<file path="src/rtl/term_cfg_pkg.sv">
// Shared helpers for the terminal-tile configuration front-end:
// size derivation and strobe-shape checks used by RTL and elaboration checks.
package term_cfg_pkg;

    localparam int STROBE_MAX_W = 64;

    function automatic int clog2(input int v);
        int r;
        r = 0;
        for (int i = 0; i < 31; i++) begin
            if ((1 << i) < v) r = i + 1;
        end
        return r;
    endfunction

    function automatic int num_frames(input int cfg_bits, input int frame_bits);
        return (cfg_bits + frame_bits - 1) / frame_bits;
    endfunction

    function automatic int sel_width(input int frames);
        return (clog2(frames) > 1) ? clog2(frames) : 1;
    endfunction

    function automatic int cfg_width(input int cfg_bits);
        return (cfg_bits > 0) ? cfg_bits : 1;
    endfunction

    // Clearing the lowest set bit leaves something only if two or more were set.
    function automatic logic is_multi_hot(input logic [STROBE_MAX_W-1:0] v);
        return (v & (v - STROBE_MAX_W'(1))) != '0;
    endfunction

endpackage

</file>
<file path="src/rtl/term_tile_cfg_frame_ctrl_if.sv">
// Frame column, configuration and readback signals of one terminal tile.
// master = bitstream source / readback requester, slave = the tile controller.
interface term_tile_cfg_frame_ctrl_if #(
    parameter int FRAME_BITS_PER_ROW = 32,
    parameter int MAX_FRAMES_PER_COL = 20,
    parameter int CFG_W              = 80,
    parameter int SEL_W              = 2
);
    logic [FRAME_BITS_PER_ROW-1:0] FrameData;
    logic [MAX_FRAMES_PER_COL-1:0] FrameStrobe;
    logic [FRAME_BITS_PER_ROW-1:0] FrameData_O;
    logic [MAX_FRAMES_PER_COL-1:0] FrameStrobe_O;
    logic [CFG_W-1:0]              ConfigBits;
    logic                          ConfigDone;
    logic                          StrobeErr;
    logic                          RB_En;
    logic [SEL_W-1:0]              RB_Sel;
    logic [FRAME_BITS_PER_ROW-1:0] RB_Data;
    logic                          RB_Valid;

    modport master (
        output FrameData, FrameStrobe, RB_En, RB_Sel,
        input  FrameData_O, FrameStrobe_O, ConfigBits, ConfigDone, StrobeErr, RB_Data, RB_Valid
    );

    modport slave (
        input  FrameData, FrameStrobe, RB_En, RB_Sel,
        output FrameData_O, FrameStrobe_O, ConfigBits, ConfigDone, StrobeErr, RB_Data, RB_Valid
    );
endinterface

</file>
<file path="src/rtl/term_frame_pipe_stage.sv">
// Width x depth delay line for the forwarded frame column; depth 0 is a wire.
module term_frame_pipe_stage #(
    parameter int WIDTH = 32,
    parameter int DEPTH = 1
) (
    input  logic             clk,
    input  logic             rst,
    input  logic [WIDTH-1:0] d,
    output logic [WIDTH-1:0] q
);
    if (DEPTH == 0) begin : g_bypass
        logic unused_clk_rst;
        assign unused_clk_rst = ^{clk, rst};
        assign q = d;
    end else begin : g_regs
        logic [WIDTH-1:0] stage_q [DEPTH];
        logic [WIDTH-1:0] stage_d [DEPTH];

        always_comb begin
            stage_d[0] = d;
            for (int s = 1; s < DEPTH; s++) stage_d[s] = stage_q[s-1];
        end

        always_ff @(posedge clk) begin
            if (rst) begin
                for (int s = 0; s < DEPTH; s++) stage_q[s] <= '0;
            end else begin
                stage_q <= stage_d;
            end
        end

        assign q = stage_q[DEPTH-1];
    end
endmodule

</file>
<file path="src/rtl/term_tile_cfg_frame_ctrl.sv">
// Terminal-tile configuration front-end: forwards the frame column, latches this
// tile's frames, tracks completion, flags multi-hot strobes and serves readback.
module term_tile_cfg_frame_ctrl
    import term_cfg_pkg::*;
#(
    parameter int FRAME_BITS_PER_ROW = 32,
    parameter int MAX_FRAMES_PER_COL = 20,
    parameter int NO_CONFIG_BITS     = 80,
    parameter int PIPE_STAGES        = 1
) (
    input logic                      CLK,
    input logic                      RESET,
    term_tile_cfg_frame_ctrl_if.slave bus
);
    localparam int NUM_FRAMES = num_frames(NO_CONFIG_BITS, FRAME_BITS_PER_ROW);
    localparam int SEL_W      = sel_width(NUM_FRAMES);

    if (NUM_FRAMES > MAX_FRAMES_PER_COL) begin : g_err_frames
        $error("tile owns more frames than the column provides");
    end
    if (PIPE_STAGES < 0 || PIPE_STAGES > 3) begin : g_err_stages
        $error("PIPE_STAGES must be 0..3");
    end
    if (MAX_FRAMES_PER_COL > STROBE_MAX_W) begin : g_err_strobe_w
        $error("strobe column wider than the multi-hot checker");
    end

    term_frame_pipe_stage #(.WIDTH(FRAME_BITS_PER_ROW), .DEPTH(PIPE_STAGES)) u_data_pipe (
        .clk(CLK), .rst(RESET), .d(bus.FrameData), .q(bus.FrameData_O)
    );
    term_frame_pipe_stage #(.WIDTH(MAX_FRAMES_PER_COL), .DEPTH(PIPE_STAGES)) u_strobe_pipe (
        .clk(CLK), .rst(RESET), .d(bus.FrameStrobe), .q(bus.FrameStrobe_O)
    );

    logic multi_hot;
    logic strobe_err_q, strobe_err_d;
    logic rb_valid_q, rb_valid_d;

    assign multi_hot = is_multi_hot(STROBE_MAX_W'(bus.FrameStrobe));

    always_comb begin
        strobe_err_d = strobe_err_q | multi_hot;
        rb_valid_d   = bus.RB_En;
    end

    always_ff @(posedge CLK) begin
        if (RESET) begin
            strobe_err_q <= 1'b0;
            rb_valid_q   <= 1'b0;
        end else begin
            strobe_err_q <= strobe_err_d;
            rb_valid_q   <= rb_valid_d;
        end
    end

    assign bus.StrobeErr = strobe_err_q;
    assign bus.RB_Valid  = rb_valid_q;

    if (NUM_FRAMES > 0) begin : g_bank
        localparam int PAD_W = NUM_FRAMES * FRAME_BITS_PER_ROW;

        logic [PAD_W-1:0]              cfg_q, cfg_d;
        logic [NUM_FRAMES-1:0]         mask_q, mask_d;
        logic                          done_q, done_d;
        logic [FRAME_BITS_PER_ROW-1:0] rb_data_q, rb_data_d;

        always_comb begin
            cfg_d  = cfg_q;
            mask_d = mask_q;
            if (!multi_hot) begin
                for (int f = 0; f < NUM_FRAMES; f++) begin
                    if (bus.FrameStrobe[f]) begin
                        cfg_d[f*FRAME_BITS_PER_ROW +: FRAME_BITS_PER_ROW] = bus.FrameData;
                        mask_d[f] = 1'b1;
                    end
                end
            end
            // Bits past the owned range stay 0 so readback of the last frame is clean.
            for (int i = NO_CONFIG_BITS; i < PAD_W; i++) cfg_d[i] = 1'b0;

            done_d = &mask_q;

            rb_data_d = rb_data_q;
            if (bus.RB_En) begin
                rb_data_d = '0;
                for (int f = 0; f < NUM_FRAMES; f++) begin
                    if (bus.RB_Sel == SEL_W'(f)) begin
                        rb_data_d = cfg_q[f*FRAME_BITS_PER_ROW +: FRAME_BITS_PER_ROW];
                    end
                end
            end
        end

        always_ff @(posedge CLK) begin
            if (RESET) begin
                cfg_q     <= '0;
                mask_q    <= '0;
                done_q    <= 1'b0;
                rb_data_q <= '0;
            end else begin
                cfg_q     <= cfg_d;
                mask_q    <= mask_d;
                done_q    <= done_d;
                rb_data_q <= rb_data_d;
            end
        end

        assign bus.ConfigBits = cfg_q[NO_CONFIG_BITS-1:0];
        assign bus.ConfigDone = done_q;
        assign bus.RB_Data    = rb_data_q;
    end else begin : g_no_bank
        logic done_q, done_d;
        logic unused_bank;

        assign done_d      = 1'b1;
        assign unused_bank = ^{bus.FrameData, bus.RB_Sel};

        always_ff @(posedge CLK) begin
            if (RESET) done_q <= 1'b0;
            else       done_q <= done_d;
        end

        assign bus.ConfigBits = '0;
        assign bus.ConfigDone = done_q;
        assign bus.RB_Data    = '0;
    end
endmodule
</file>
<file path="src/flat_wrapper.sv">
// flat-port wrapper written by rule: the top's interface ports become plain ports
module term_tile_cfg_frame_ctrl_flat import term_cfg_pkg::*;
#(
    parameter int FRAME_BITS_PER_ROW = 32,
    parameter int MAX_FRAMES_PER_COL = 20,
    parameter int NO_CONFIG_BITS     = 80,
    parameter int PIPE_STAGES        = 1
)
  (CLK, RESET, bus_FrameData, bus_FrameStrobe, bus_RB_En, bus_RB_Sel, bus_FrameData_O, bus_FrameStrobe_O, bus_ConfigBits, bus_ConfigDone, bus_StrobeErr, bus_RB_Data, bus_RB_Valid);
  term_tile_cfg_frame_ctrl_if #(.FRAME_BITS_PER_ROW(FRAME_BITS_PER_ROW), .MAX_FRAMES_PER_COL(MAX_FRAMES_PER_COL)) bus_i ();
  input logic CLK;
  input logic RESET;
  input wire logic [$bits(bus_i.FrameData)-1:0] bus_FrameData;
  input wire logic [$bits(bus_i.FrameStrobe)-1:0] bus_FrameStrobe;
  input wire logic [$bits(bus_i.RB_En)-1:0] bus_RB_En;
  input wire logic [$bits(bus_i.RB_Sel)-1:0] bus_RB_Sel;
  output wire logic [$bits(bus_i.FrameData_O)-1:0] bus_FrameData_O;
  output wire logic [$bits(bus_i.FrameStrobe_O)-1:0] bus_FrameStrobe_O;
  output wire logic [$bits(bus_i.ConfigBits)-1:0] bus_ConfigBits;
  output wire logic [$bits(bus_i.ConfigDone)-1:0] bus_ConfigDone;
  output wire logic [$bits(bus_i.StrobeErr)-1:0] bus_StrobeErr;
  output wire logic [$bits(bus_i.RB_Data)-1:0] bus_RB_Data;
  output wire logic [$bits(bus_i.RB_Valid)-1:0] bus_RB_Valid;
  assign bus_i.FrameData = bus_FrameData;
  assign bus_i.FrameStrobe = bus_FrameStrobe;
  assign bus_i.RB_En = bus_RB_En;
  assign bus_i.RB_Sel = bus_RB_Sel;
  assign bus_FrameData_O = bus_i.FrameData_O;
  assign bus_FrameStrobe_O = bus_i.FrameStrobe_O;
  assign bus_ConfigBits = bus_i.ConfigBits;
  assign bus_ConfigDone = bus_i.ConfigDone;
  assign bus_StrobeErr = bus_i.StrobeErr;
  assign bus_RB_Data = bus_i.RB_Data;
  assign bus_RB_Valid = bus_i.RB_Valid;
  term_tile_cfg_frame_ctrl #(.FRAME_BITS_PER_ROW(FRAME_BITS_PER_ROW), .MAX_FRAMES_PER_COL(MAX_FRAMES_PER_COL), .NO_CONFIG_BITS(NO_CONFIG_BITS), .PIPE_STAGES(PIPE_STAGES)) u_core (.CLK(CLK), .RESET(RESET), .bus(bus_i));
endmodule
</file>
<file path="config.mk">
export PLATFORM = sky130hd
export DESIGN_NAME = term_tile_cfg_frame_ctrl_flat
export DESIGN_NICKNAME = d
export VERILOG_FILES = /design/src/rtl/term_cfg_pkg.sv /design/src/rtl/term_tile_cfg_frame_ctrl_if.sv /design/src/rtl/term_frame_pipe_stage.sv /design/src/rtl/term_tile_cfg_frame_ctrl.sv /design/src/flat_wrapper.sv
export SDC_FILE = /design/constraint.sdc
export NUM_CORES = 1
export LEC_CHECK = 0
export BUFFER_PORTS_ARGS = -buffer_cell sky130_fd_sc_hd__buf_2
export CAP_MARGIN = 40
export CORE_ASPECT_RATIO = 0.8
export CORE_MARGIN = 5
export CORE_UTILIZATION = 50
export DETAILED_ROUTE_END_ITERATION = 7
export PLACE_DENSITY = 0.8
export SYNTH_ARGS = -nofsm -noshare
export SYNTH_HDL_FRONTEND = slang
export SYNTH_SLANG_ARGS = --single-unit
</file>
<file path="constraint.sdc">
create_clock -name CLK -period 2.15 [get_ports CLK]
set_input_delay 0 -clock CLK [delete_from_list [all_inputs] [get_ports CLK]]
set_output_delay 0 -clock CLK [all_outputs]
set_load 0.05 [all_outputs]
</file>
# --- After elaboration in Yosys (flattened, before gate mapping) ---
# Index checks and enable logic that the tools add are counted.
# W data, S select, Z words.
totals:
  output_inout_bits: 167
  ff_bits: 170
classes:
  reduce_logical: 6
  n_mux: 3
  bitwise: 3
  add_sub_neg: 1
  n_eq_ne: 2
ops:
  columns: ["operator", "count"]
  rows:
  - ["$mux W32", 3]
  - ["$and A20 B64 Y64", 1]
  - ["$reduce_bool A64 Y1", 1]
  - ["$sub A20 B1 Y21 const B", 1]
  - ["$reduce_and A2 Y1", 3]
  - ["$reduce_and A3 Y1", 1]
  - ["$eq A2 B1 Y1 const B", 1]
  - ["$eq A2 B2 Y1 const B", 1]
  - ["$logic_not A2 Y1", 1]
  - ["$not A1 Y1", 1]
  - ["$or A1 B1 Y1", 1]

# --- Longest topological paths before layout ---
# Gate-level depths: netlist (run 1).
logic_depth:
  depth_word: 5
  ltp_mapped: 9
  ltp_nobuf: 6

# --- Cells and area by module ---
# From an unflattened synthesis (run 1), not the netlist that was laid out.
unflattened:
  cells_unflattened: 736
  hier_area_um2: 6815.3
modules_own_cells:
  columns: ["mod", "area_each_um2", "n_inst", "seq_area_each_um2", "cells_per_inst"]
  rows:
  - ["term_tile_cfg_frame_ctrl", 5333.9, 1, 2362.3, 627]
  - ["term_frame_pipe_stage (u_core.u_data_pipe)", 863.3, 1, 640.6, 67]
  - ["term_frame_pipe_stage (u_core.u_strobe_pipe)", 618.1, 1, 400.4, 42]

# --- Worst setup path after synthesis (run 1) ---
# No wires, ideal clock.
synth_path:
  path_type: "input to register"
  startpoint: "input port bus_FrameStrobe[2]"
  endpoint: "register u_core.g_bank.cfg_q[70]"
  t_arrival_ns: 1.724
  required_time_ns: 2.029
  cell_stages: 9
  setup_ns: 0.121
  path_slack_ns: 0.306
  cell_sequence: "or4_4 a21o_1 a221oi_2 and4_1 buf_4 nand4_1 buf_6 buf_6 mux2i_1"
synth_between:
  elab_chain_len: 5
synth_rtl:
  columns: ["element", "line_no", "rtl"]
  rows:
  - ["from (decl)", "flat_wrapper.sv:14", "input wire logic [$bits(bus_i.FrameStrobe)-1:0] bus_FrameStrobe;"]
  - ["$sub A20 B1 Y21", "term_cfg_pkg.sv:30", "return (v & (v - STROBE_MAX_W'(1))) != '0;"]
  - ["$and A20 B64 Y64", "term_cfg_pkg.sv:30", null]
  - ["$reduce_bool A64 Y1", "term_cfg_pkg.sv:30", null]
  - ["$not A1 Y1 (no source line)", null, null]
  - ["$reduce_and A2 Y1 (no source line) (*)", null, null]
  - ["to (signal assigned)", "term_tile_cfg_frame_ctrl.sv:101", "cfg_q <= cfg_d;"]
  - ["to (decl)", "term_tile_cfg_frame_ctrl.sv:62", "logic [PAD_W-1:0] cfg_q, cfg_d;"]
# Every way passes the cells marked *; elsewhere a longest branch is shown, timed or not.
# A chain may end at the register's enable or synchronous reset.

# --- Worst setup path in the final report (run 1) ---
layout_path:
  startpoint: "input port bus_FrameStrobe[8]"
  endpoint: "register u_core.g_bank.cfg_q[69]"
layout_between:
  elab_chain_len: 5
layout_rtl:
  columns: ["element", "line_no"]
  rows:
  - ["$sub A20 B1 Y21", "term_cfg_pkg.sv:30"]
  - ["$and A20 B64 Y64 (*)", "term_cfg_pkg.sv:30"]
  - ["$reduce_bool A64 Y1 (*)", "term_cfg_pkg.sv:30"]
  - ["$not A1 Y1 (no source line) (*)", null]
  - ["$reduce_and A2 Y1 (no source line) (*)", null]
# Marks and branches as above.

==> results of run 1 <==
==> cells by family (layout without fill, tap and decap cells) <==
kind of cell    Yosys count  count (layout)  share of synthesized area [%]
compound gates           67              67                           6.45
simple gates            224             224                           19.6
mux                     112             112                           17.3
buf+inv                  80             354                           5.10
flops                   170             170                           51.6
==> routing by layer <==
metal	GRT usage [%]	wire, um
met1	27.6	7620
met2	37.4	8320
met3	8.32	1420
met4	7.83	286
met5	0	0
==> power by group <==
group          internal [mW]  switching, mW
Combinational          0.240          0.477
Clock                   2.11           1.17
Sequential              3.22         0.0191
==> sequential cells by signal, indices dropped and copies added, names as in the netlist <==
name,count
u_core.g_bank.cfg_q,80
u_core.bus.RB_Valid,1
u_core.bus.ConfigDone,1
u_core.u_strobe_pipe.q,20
u_core.u_data_pipe.q,32
u_core.bus.StrobeErr,1
u_core.g_bank.mask_q,3
u_core.bus.RB_Data,32
==> worst max-delay path by stage <==
stage	start	end	slack, ns	cells after the start
6_report	bus_FrameStrobe[8]	u_core.g_bank.cfg_q[69]	0.13	10
5_1_grt	bus_FrameStrobe[8]	u_core.g_bank.cfg_q[78]	-0.03	10
4_1_cts	bus_FrameStrobe[8]	u_core.g_bank.cfg_q[78]	0.008	10
3_5_place_dp	bus_FrameStrobe[2]	u_core.g_bank.cfg_q[78]	0.04	8
3_3_place_gp	bus_FrameStrobe[2]	u_core.g_bank.cfg_q[78]	0.08	8
2_1_floorplan	bus_FrameStrobe[2]	u_core.g_bank.cfg_q[70]	0.31	9
==> critical path, delay by kind of cell <==
kind                   cells  cell delay, ns
buffers and inverters      4            1.05
and+or+nand+nor            4            0.87
AOI/OAI and AO/OA          1            0.27
muxes                      1            0.13
==> timing repair <==
| action | CTS | global route |
|---|---|---|
| setup endpoints to repair | 0 | 83 |
| gates resized for setup | 0 | 5 |
| hold endpoints to repair | 131 | 0 |
| hold buffers | 51 | 0 |
==> cell usage in the layout (no fill, tap or decap), drive strengths merged, types with 2 or more instances in the layout <==
| cell | Yosys | routed |
|---|---|---|
| a211oi | 19 | 19 |
| clkbuf | 33 | 22 |
| inv | 36 | 36 |
| o21ai | 2 | 2 |
| dfxtp | 170 | 170 |
| dlygate4sd3 | 0 | 51 |
| nor4 | 4 | 4 |
| clkinv | 0 | 2 |
| nor2b | 39 | 39 |
| a21oi | 37 | 37 |
| o31ai | 2 | 2 |
| nand2b | 112 | 112 |
| bufinv | 0 | 5 |
| a41oi | 2 | 2 |
| nand4 | 4 | 4 |
| buf | 11 | 237 |
| nor3 | 3 | 3 |
| mux2 | 16 | 16 |
| nor2 | 56 | 56 |
| or3 | 2 | 2 |
| mux2i | 96 | 96 |
==> final cells by class <==
cell class | instances | area share, %
inverter | 36 | 1.49
clock buffer | 22 | 5.11
tap | 175 | 2.41
sequential | 170 | 37.5
clock inverter | 8 | 1.85
multi-input combinational | 403 | 31.8
timing repair buffer | 288 | 19.9
==> flow_metrics.py, run 1 <==
metrics = {
    "sta": {
        "fin_ws_ns": 0.128,
        "min_period_ns": 2.02,
        "max_freq_mhz": 495,
        "min_period_over_period_pct": 94.0,
        "finalHoldViolations": 0,
        "hold-worst-slack_ns": 0.0137,
        "worst_pin_slew_ns": 0.613,
        "slew_headroom_pct": 59.2,
        "finalSetupViolCount": 0,
        "finClkSkew_ns": 0.00649,
        "slew_violations": 0,
        "finalSetupTns_ns": 0,
    },
    "synthesis": {
        "synth_edf_count": 0,
        "synthCells": 653,
        "ys_seq_area_share_pct": 51.6,
        "ys_top_cells_by_count": "dfxtp_1 (170), nand2b_1 (112), mux2i_1 (96), nor2_1 (56), nor2b_1 (39)",
        "synth_area_leaders": "dfxtp_1 (52%), mux2i_1 (15%), nand2b_1 (11%)",
        "synth_top_area_cell": "dfxtp_1",
        "ys_async_sr_fraction_pct": 0,
        "syn_area_um2": 6600,
        "yosysUniqueCellTypes": 31,
        "postSynthAreaPerCell_um2": 10.1,
        "synth_ff_type": "dfxtp_1",
        "ys.warnings.count": 0,
        "synth_top_area_share_pct": 51.6,
        "synth_most_common_cell": "dfxtp_1",
        "synth-seq-cells": 170,
        "synth_fp_nets": 710,
    },
    "die": {
        "dieArea_um2": 15600,
        "core_um2": 12900,
        "die_x_um": 138,
        "num_rows": 37,
        "io_pins": 224,
        "die_y_um": 113,
        "start_util_pct": 51.1,
    },
    "global_routing": {
        "antenna_found_initial": 0,
        "grt-ovfl-total": 0,
        "grt_use_total_pct": 22.7,
        "grt_max_degree": 171,
        "grt_first_pass_wirelength_mm": 29.0,
        "grt_pass1_vias": 5582,
    },
    "detailed_routing": {
        "vias_per_cell": 4.94,
        "drc": 0,
        "final_antenna_net_count": 0,
        "wl_per_cell_um": 16.0,
        "routed-via-count": 5444,
        "routed_wl_mm": 17.6,
        "drt-initial-drc-count": 257,
        "drt-pass1-iter-count": 4,
    },
    "cts": {
        "cts_root_buffer": "clkbuf_16",
        "cts_tree": "yes",
        "clockBufferDepth": 2,
        "clk_pin_slew_worst_paths_ns": 0.06,
        "post_cts_buffers": 0,
        "clock-sinks": 170,
        "cts_buffers": 17,
        "htreeDepth": 4,
        "clk_latency_ns": 0.42,
    },
    "worst_hold_path": {
        "hold_depth": 3,
        "hp-start": "bus_FrameStrobe[0]",
        "hold_class": "in2reg",
        "holdPathEnd": "u_core.u_strobe_pipe.q[0]",
    },
    "finish": {
        "layout.nets": 973,
        "layout.cells.non_filler": 1102,
        "ff_latch_area_um2": 3400,
        "area_growth_pct": 37.7,
        "multiInputGateArea_um2": 2890,
        "antenna_cells": 0,
        "stdcell_area_um2": 9080,
        "fin_util_pct": 70.3,
        "final.fill_count": 905,
        "drive_above_1_share_pct": 31.1,
    },
    "placement": {
        "detailedPlace.worstSlack_ns": 0.0438,
        "gp_congestion": 0.784,
        "placed_area_um2": 7910,
        "place_inst": 1021,
        "dp_hpwl_mm": 11.6,
        "portBuffers": 223,
    },
    "power_and_ir_drop": {
        "p_total_mw": 7.24,
        "leakagePower_nw": 4.81,
        "power_density_nw_per_um2": 796,
        "vdd_drop_max_v": 0.000579,
    },
    "outcome": {
        "status": "complete, no violations",
    },
    "run": {
        "maxCapViolCount": 0,
    },
    "critical_path": {
        "reg2reg_slack_ns": 1.17,
        "crit_chain": "dlygate4sd3_1, buf_2, nor4_2, buf_4, nand4_1, o41ai_2, and4_4, nand4_1, buf_12, mux2i_1",
        "reg2reg_to": "u_core.bus.RB_Data[0]",
        "crit_fanout": 17,
        "r2r_cells": 4,
        "crit_path_start_kind": "input pin",
        "end_kind": "flop",
        "cp_common_cell": "nand4_1",
        "worstPathArrival_ns": 2.32,
        "slowest_stage": "dlygate4sd3_1",
        "crit_type": "in2reg",
        "r2r-start": "u_core.g_bank.cfg_q[64]",
        "slowest_delay_ns": 0.53,
        "crit_required_ns": 2.45,
    },
}
Note: power is estimated with default switching activity, not from simulation.
==> run 2, diff against run 1 <==
CAP_MARGIN = 0   (was 40)
clock period = 2.1 ns   (was 2.15 ns; I/O delays follow)
==> run 2 against run 1 <==
Against the previous run: wire length up 0.62%; highest routed layer unchanged; largest cell class unchanged; register-to-register slack worse by 0.06 ns; non-clock buffer count up 7; global-route usage up 0.20 points; hold slack better by 0.0074 ns; critical endpoint unchanged; sequential share of layout area about the same; clock-buffer cell count unchanged; setup slack worse by 0.021 ns.
==> flow_metrics.py, run 2 (synthesis gave the netlist of run 1 again) <==
metrics = {
    "finish": {
        "antenna_cells": 0,
        "layout_common_cells": "buf_2 (222), dfxtp_1 (170), nand2b_1 (112), mux2i_1 (96), nor2_1 (56)",
        "fin_util_pct": 70.3,
        "final_common_cell": "buf_2",
        "multiInputGateArea_um2": 2890,
        "regMostFlops": "u_core.g_bank.cfg_q",
        "final.fill_count": 947,
        "ff_latch_area_um2": 3400,
        "largest_reg_flops": 80,
        "layout.nets": 980,
        "area_growth_pct": 37.7,
        "drive_above_1_share_pct": 31.7,
    },
    "cts": {
        "htreeDepth": 4,
        "clk_pin_slew_worst_paths_ns": 0.06,
        "clock-sinks": 170,
        "clk_latency_ns": 0.41,
        "post_cts_buffers": 0,
        "cts_buffers": 17,
        "cts_root_buffer": "clkbuf_16",
        "clockBufferDepth": 2,
        "cts_tree": "yes",
    },
    "critical_path": {
        "reg2reg_slack_ns": 1.11,
        "crit_type": "in2reg",
        "crit_fanout": 17,
        "worstPathArrival_ns": 2.29,
        "crit_required_ns": 2.39,
        "crit_path_start_kind": "input pin",
        "end_kind": "flop",
        "r2r-start": "u_core.g_bank.cfg_q[71]",
        "r2r_cells": 4,
        "reg2reg_to": "u_core.bus.RB_Data[7]",
        "worstSetupStartpoint": "bus_FrameStrobe[1]",
    },
    "worst_hold_path": {
        "hold_class": "in2reg",
        "holdPathEnd": "u_core.bus.RB_Valid",
        "hold_depth": 2,
        "hp-start": "bus_RB_En",
    },
    "global_routing": {
        "grt_first_pass_wirelength_mm": 29.3,
        "antenna_found_initial": 0,
        "grt_use_total_pct": 22.9,
        "grt_max_degree": 171,
        "grt_pass1_vias": 5636,
        "grt-ovfl-total": 0,
    },
    "power_and_ir_drop": {
        "leakagePower_nw": 4.82,
        "vdd_drop_max_v": 0.000858,
        "power_density_nw_per_um2": 781,
    },
    "sta": {
        "min_period_over_period_pct": 94.9,
        "finClkSkew_ns": 0.00609,
        "max_freq_mhz": 502,
        "finalSetupViolCount": 0,
        "finalSetupTns_ns": 0,
        "slew_headroom_pct": 59.8,
        "min_period_ns": 1.99,
        "worst_pin_slew_ns": 0.603,
        "rsz0062_at_grt": "no",
        "slew_violations": 0,
        "finalHoldViolations": 0,
    },
    "die": {
        "dieArea_um2": 15600,
        "start_util_pct": 51.1,
        "io_pins": 224,
        "die_y_um": 113,
        "die_x_um": 138,
        "core_um2": 12900,
        "num_rows": 37,
    },
    "outcome": {
        "status": "complete, no violations",
    },
    "placement": {
        "dp_hpwl_mm": 11.8,
        "portBuffers": 223,
        "gp_congestion": 0.792,
    },
    "detailed_routing": {
        "wl_per_cell_um": 16.0,
        "routed_wl_mm": 17.8,
        "vias_per_cell": 4.94,
        "final_antenna_net_count": 0,
        "drt-pass1-iter-count": 4,
        "drc": 0,
        "drt-initial-drc-count": 320,
        "routed-via-count": 5484,
    },
    "run": {
        "maxCapViolCount": 0,
    },
}
-- run 2: worst max path at each step --
stage / end / slack, ns
after floorplan: u_core.g_bank.cfg_q[70] / 0.26
after global placement: u_core.g_bank.cfg_q[72] / 0.03
after detailed placement: u_core.g_bank.cfg_q[69] / 0.02
after CTS: u_core.g_bank.cfg_q[69] / 0.01
after global routing: u_core.g_bank.cfg_q[71] / 0.02
final: u_core.g_bank.cfg_q[69] / 0.11
-- run 2: what timing repair did --
action / in CTS / in global routing
gates resized for setup: 0 / 6
hold buffers: 52 / 0
setup endpoints to repair: 0 / 83
endpoints found under the hold margin: 132 / 0
-- run 2: power breakdown --
group          internal, mW  switching [mW]
Clock                  1.82            1.21
Combinational         0.253           0.490
Sequential             3.29          0.0193
Total                  5.37            1.72
-- run 2: final cells by class --
type / count / share of cell area, %
multi-input cells: 403 / 31.8
clock buffers: 22 / 5.22
inverters: 36 / 1.49
repair buffers: 295 / 20.5
well taps: 175 / 2.41
flip-flops and latches: 170 / 37.5
clock inverters: 8 / 1.05
-- run 2: stage by stage --
step	setup slack [ns]	hold slack, ns	cells	cell area, um^2	power, mW
after CTS	0.0123	0.00120	1109	9050	7.14
after global placement	0.0341	0.243	1027	7960	4.04
after floorplan	0.256	0.128	653	6600	3.83
after detailed placement	0.0164	0.246	1027	7960	4.04
final	0.107	0.0211	1109	9080	7.09
after global routing	0.0151	0.0195	1109	9080	7.34
-- run 2: worst max-delay path, cell delays in order --
cell,delay [ns]
dlygate4sd3_1,0.54
buf_2,0.15
buf_4,0.16
or3_1,0.36
a211oi_1,0.19
a21oi_1,0.10
o2bb2ai_4,0.24
nand4_1,0.19
buf_12,0.21
mux2i_1,0.13
-- run 2: metal layers --
metal | wire (um) | track usage (%)
met5 | 0 | 0
met4 | 329 | 7.77
met3 | 1240 | 7.27
met2 | 8500 | 38.0
met1 | 7690 | 28.4
==> run 3, diff against run 2 <==
SETUP_SLACK_MARGIN = 0.4   (was unset)
==> run 3 against run 2 <==
Against the previous run: non-clock buffer count unchanged; critical path depth decreased by 1; hold slack got worse by 0.011 ns; critical endpoint is now u_core.g_bank.cfg_q[11].
==> flow_metrics.py, run 3 (synthesis gave the netlist of run 1 again) <==
metrics = {
    "power_and_ir_drop": {
        "p_clk_share_pct": 45.2,
        "switchingPower_mw": 1.72,
        "vdd_drop_max_v": 0.000549,
        "leakagePower_nw": 4.87,
        "intPower_mw": 5.69,
        "p_total_mw": 7.41,
        "power.share.switching_pct": 23.2,
        "comb_power_share_pct": 10.1,
        "power_density_nw_per_um2": 806,
        "sequentialPowerShare_pct": 44.8,
    },
    "sta": {
        "min_period_ns": 1.66,
        "finClkSkew_ns": 0.00567,
        "rsz0062_at_grt": "yes",
        "hold-worst-slack_ns": 0.0105,
        "finalSetupTns_ns": 0,
        "max_freq_mhz": 602,
        "worst_pin_slew_ns": 0.603,
        "finalSetupViolCount": 0,
        "slew_violations": 0,
        "finalHoldViolations": 0,
        "min_period_over_period_pct": 79.1,
        "slew_headroom_pct": 59.8,
    },
    "global_routing": {
        "antenna_found_initial": 0,
        "grt-ovfl-total": 0,
        "grt_first_pass_wirelength_mm": 29.1,
        "grt_max_degree": 59,
        "grt_pass1_vias": 5629,
        "grt_use_total_pct": 23.0,
    },
    "cts": {
        "cts_root_buffer": "clkbuf_16",
        "cts_tree": "yes",
        "post_cts_buffers": 0,
        "clock-sinks": 170,
        "clk_pin_slew_worst_paths_ns": 0.06,
        "cts_buffers": 17,
        "htreeDepth": 4,
        "clockBufferDepth": 2,
        "clk_latency_ns": 0.42,
    },
    "critical_path": {
        "end_kind": "flop",
        "worstPathArrival_ns": 1.96,
        "crit_fanout": 17,
        "crit_required_ns": 2.40,
        "crit_path_start_kind": "input pin",
        "crit_type": "in2reg",
    },
    "finish": {
        "layout.nets": 980,
        "antenna_cells": 0,
        "regMostFlops": "u_core.g_bank.cfg_q",
        "layout_common_cells": "buf_2 (221), dfxtp_1 (170), nand2b_1 (112), mux2i_1 (96), nor2_1 (56)",
        "largest_reg_flops": 80,
        "final_common_cell": "buf_2",
        "layout.cells.non_filler": 1110,
        "drive_above_1_share_pct": 32.0,
        "area_growth_pct": 39.4,
    },
    "die": {
        "dieArea_um2": 15600,
        "die_y_um": 113,
        "num_rows": 37,
        "start_util_pct": 51.1,
        "io_pins": 224,
        "die_x_um": 138,
        "core_um2": 12900,
    },
    "run": {
        "maxCapViolCount": 0,
    },
    "detailed_routing": {
        "drt-pass1-iter-count": 6,
        "vias_per_cell": 4.93,
        "routed-via-count": 5476,
        "drc": 0,
        "final_antenna_net_count": 0,
        "wl_per_cell_um": 16.4,
        "drt-initial-drc-count": 278,
        "routed_wl_mm": 18.2,
    },
    "placement": {
        "portBuffers": 223,
        "gp_congestion": 0.793,
        "place_inst": 1027,
        "dp_hpwl_mm": 11.8,
    },
    "outcome": {
        "status": "complete, no violations",
    },
    "worst_hold_path": {
        "hold_class": "in2reg",
    },
}
run 3: cell count changes in the layout (fill, tap and decap cells not counted), moves of 2 or more:
cell,before,now
a21oi_2,0,2
clkinv_2,4,1
bufinv_16,2,4
a21oi_1,37,35
clkinvlp_4,2,0
o21ai_0,2,0
o21ai_1,0,2
clkbuf_8,3,5
run 3: worst max-delay path, cell delays in order:
cell and delay [ns]:
buf_4 0.14, or4_4 0.57, a21o_1 0.18, a221oi_2 0.20
and4_1 0.26, buf_6 0.13, nand4_4 0.13, buf_12 0.22
mux2i_1 0.12
run 3: final cells by class:
cell class,instances,area (um^2)
Sequential cell,170,3400
Clock buffer,25,505
Fill cell,949,3720
Multi-Input combinational cell,403,2910
Clock inverter,6,134
Tap cell,175,219
Inverter,36,135
Timing Repair Buffer,295,1890
run 3: worst paths after layout:
check	start	endpoint	slack [ns]	cells past startpoint
setup / recovery	bus_FrameStrobe[2]	u_core.g_bank.cfg_q[11]	0.44	9
hold / removal	bus_FrameStrobe[1]	u_core.u_strobe_pipe.q[1]	0.01	3
setup reg to reg	u_core.g_bank.cfg_q[14]	u_core.bus.RB_Data[14]	1.14	4
hold reg to reg	u_core.g_bank.mask_q[2]	u_core.bus.ConfigDone	0.45	2
run 3: power by group through the flow:
stage	sequential (mW)	combinational (mW)	clock, mW
3_3_place_gp	3.38	0.652	0
2_1_floorplan	3.63	0.200	0
3_5_place_dp	3.39	0.654	0
5_1_grt	3.32	0.793	3.54
6_report	3.32	0.747	3.35
4_1_cts	3.31	0.731	3.40
run 3: what timing repair did:
action / in CTS / in global routing
endpoints found under the hold margin: 136 / 0
resized for setup: 0 / 11
hold buffers: 51 / 0
setup endpoints to repair: 0 / 81
run 3: routing by layer:
metal	wire length [um]	part of all wire [%]	track usage (%)	up-vias
li1	-	-	-	2701
met1	7950	44	28.2	2583
met2	8780	48	38.6	162
met3	1110	6.1	6.97	30
met4	378	2.1	8.29	0
met5	0	0	0	-
run 3: through the flow:
step | instance area (um^2) | util (%) | setup slack [ns]
4_1_cts | 9120 | 70.6 | 0.454
5_1_grt | 9200 | 71.2 | 0.353
2_1_floorplan | 6650 | - | 0.261
6_report | 9200 | 71.2 | 0.439
3_5_place_dp | 7970 | 61.7 | 0.0527
3_3_place_gp | 7970 | 61.7 | 0.0866
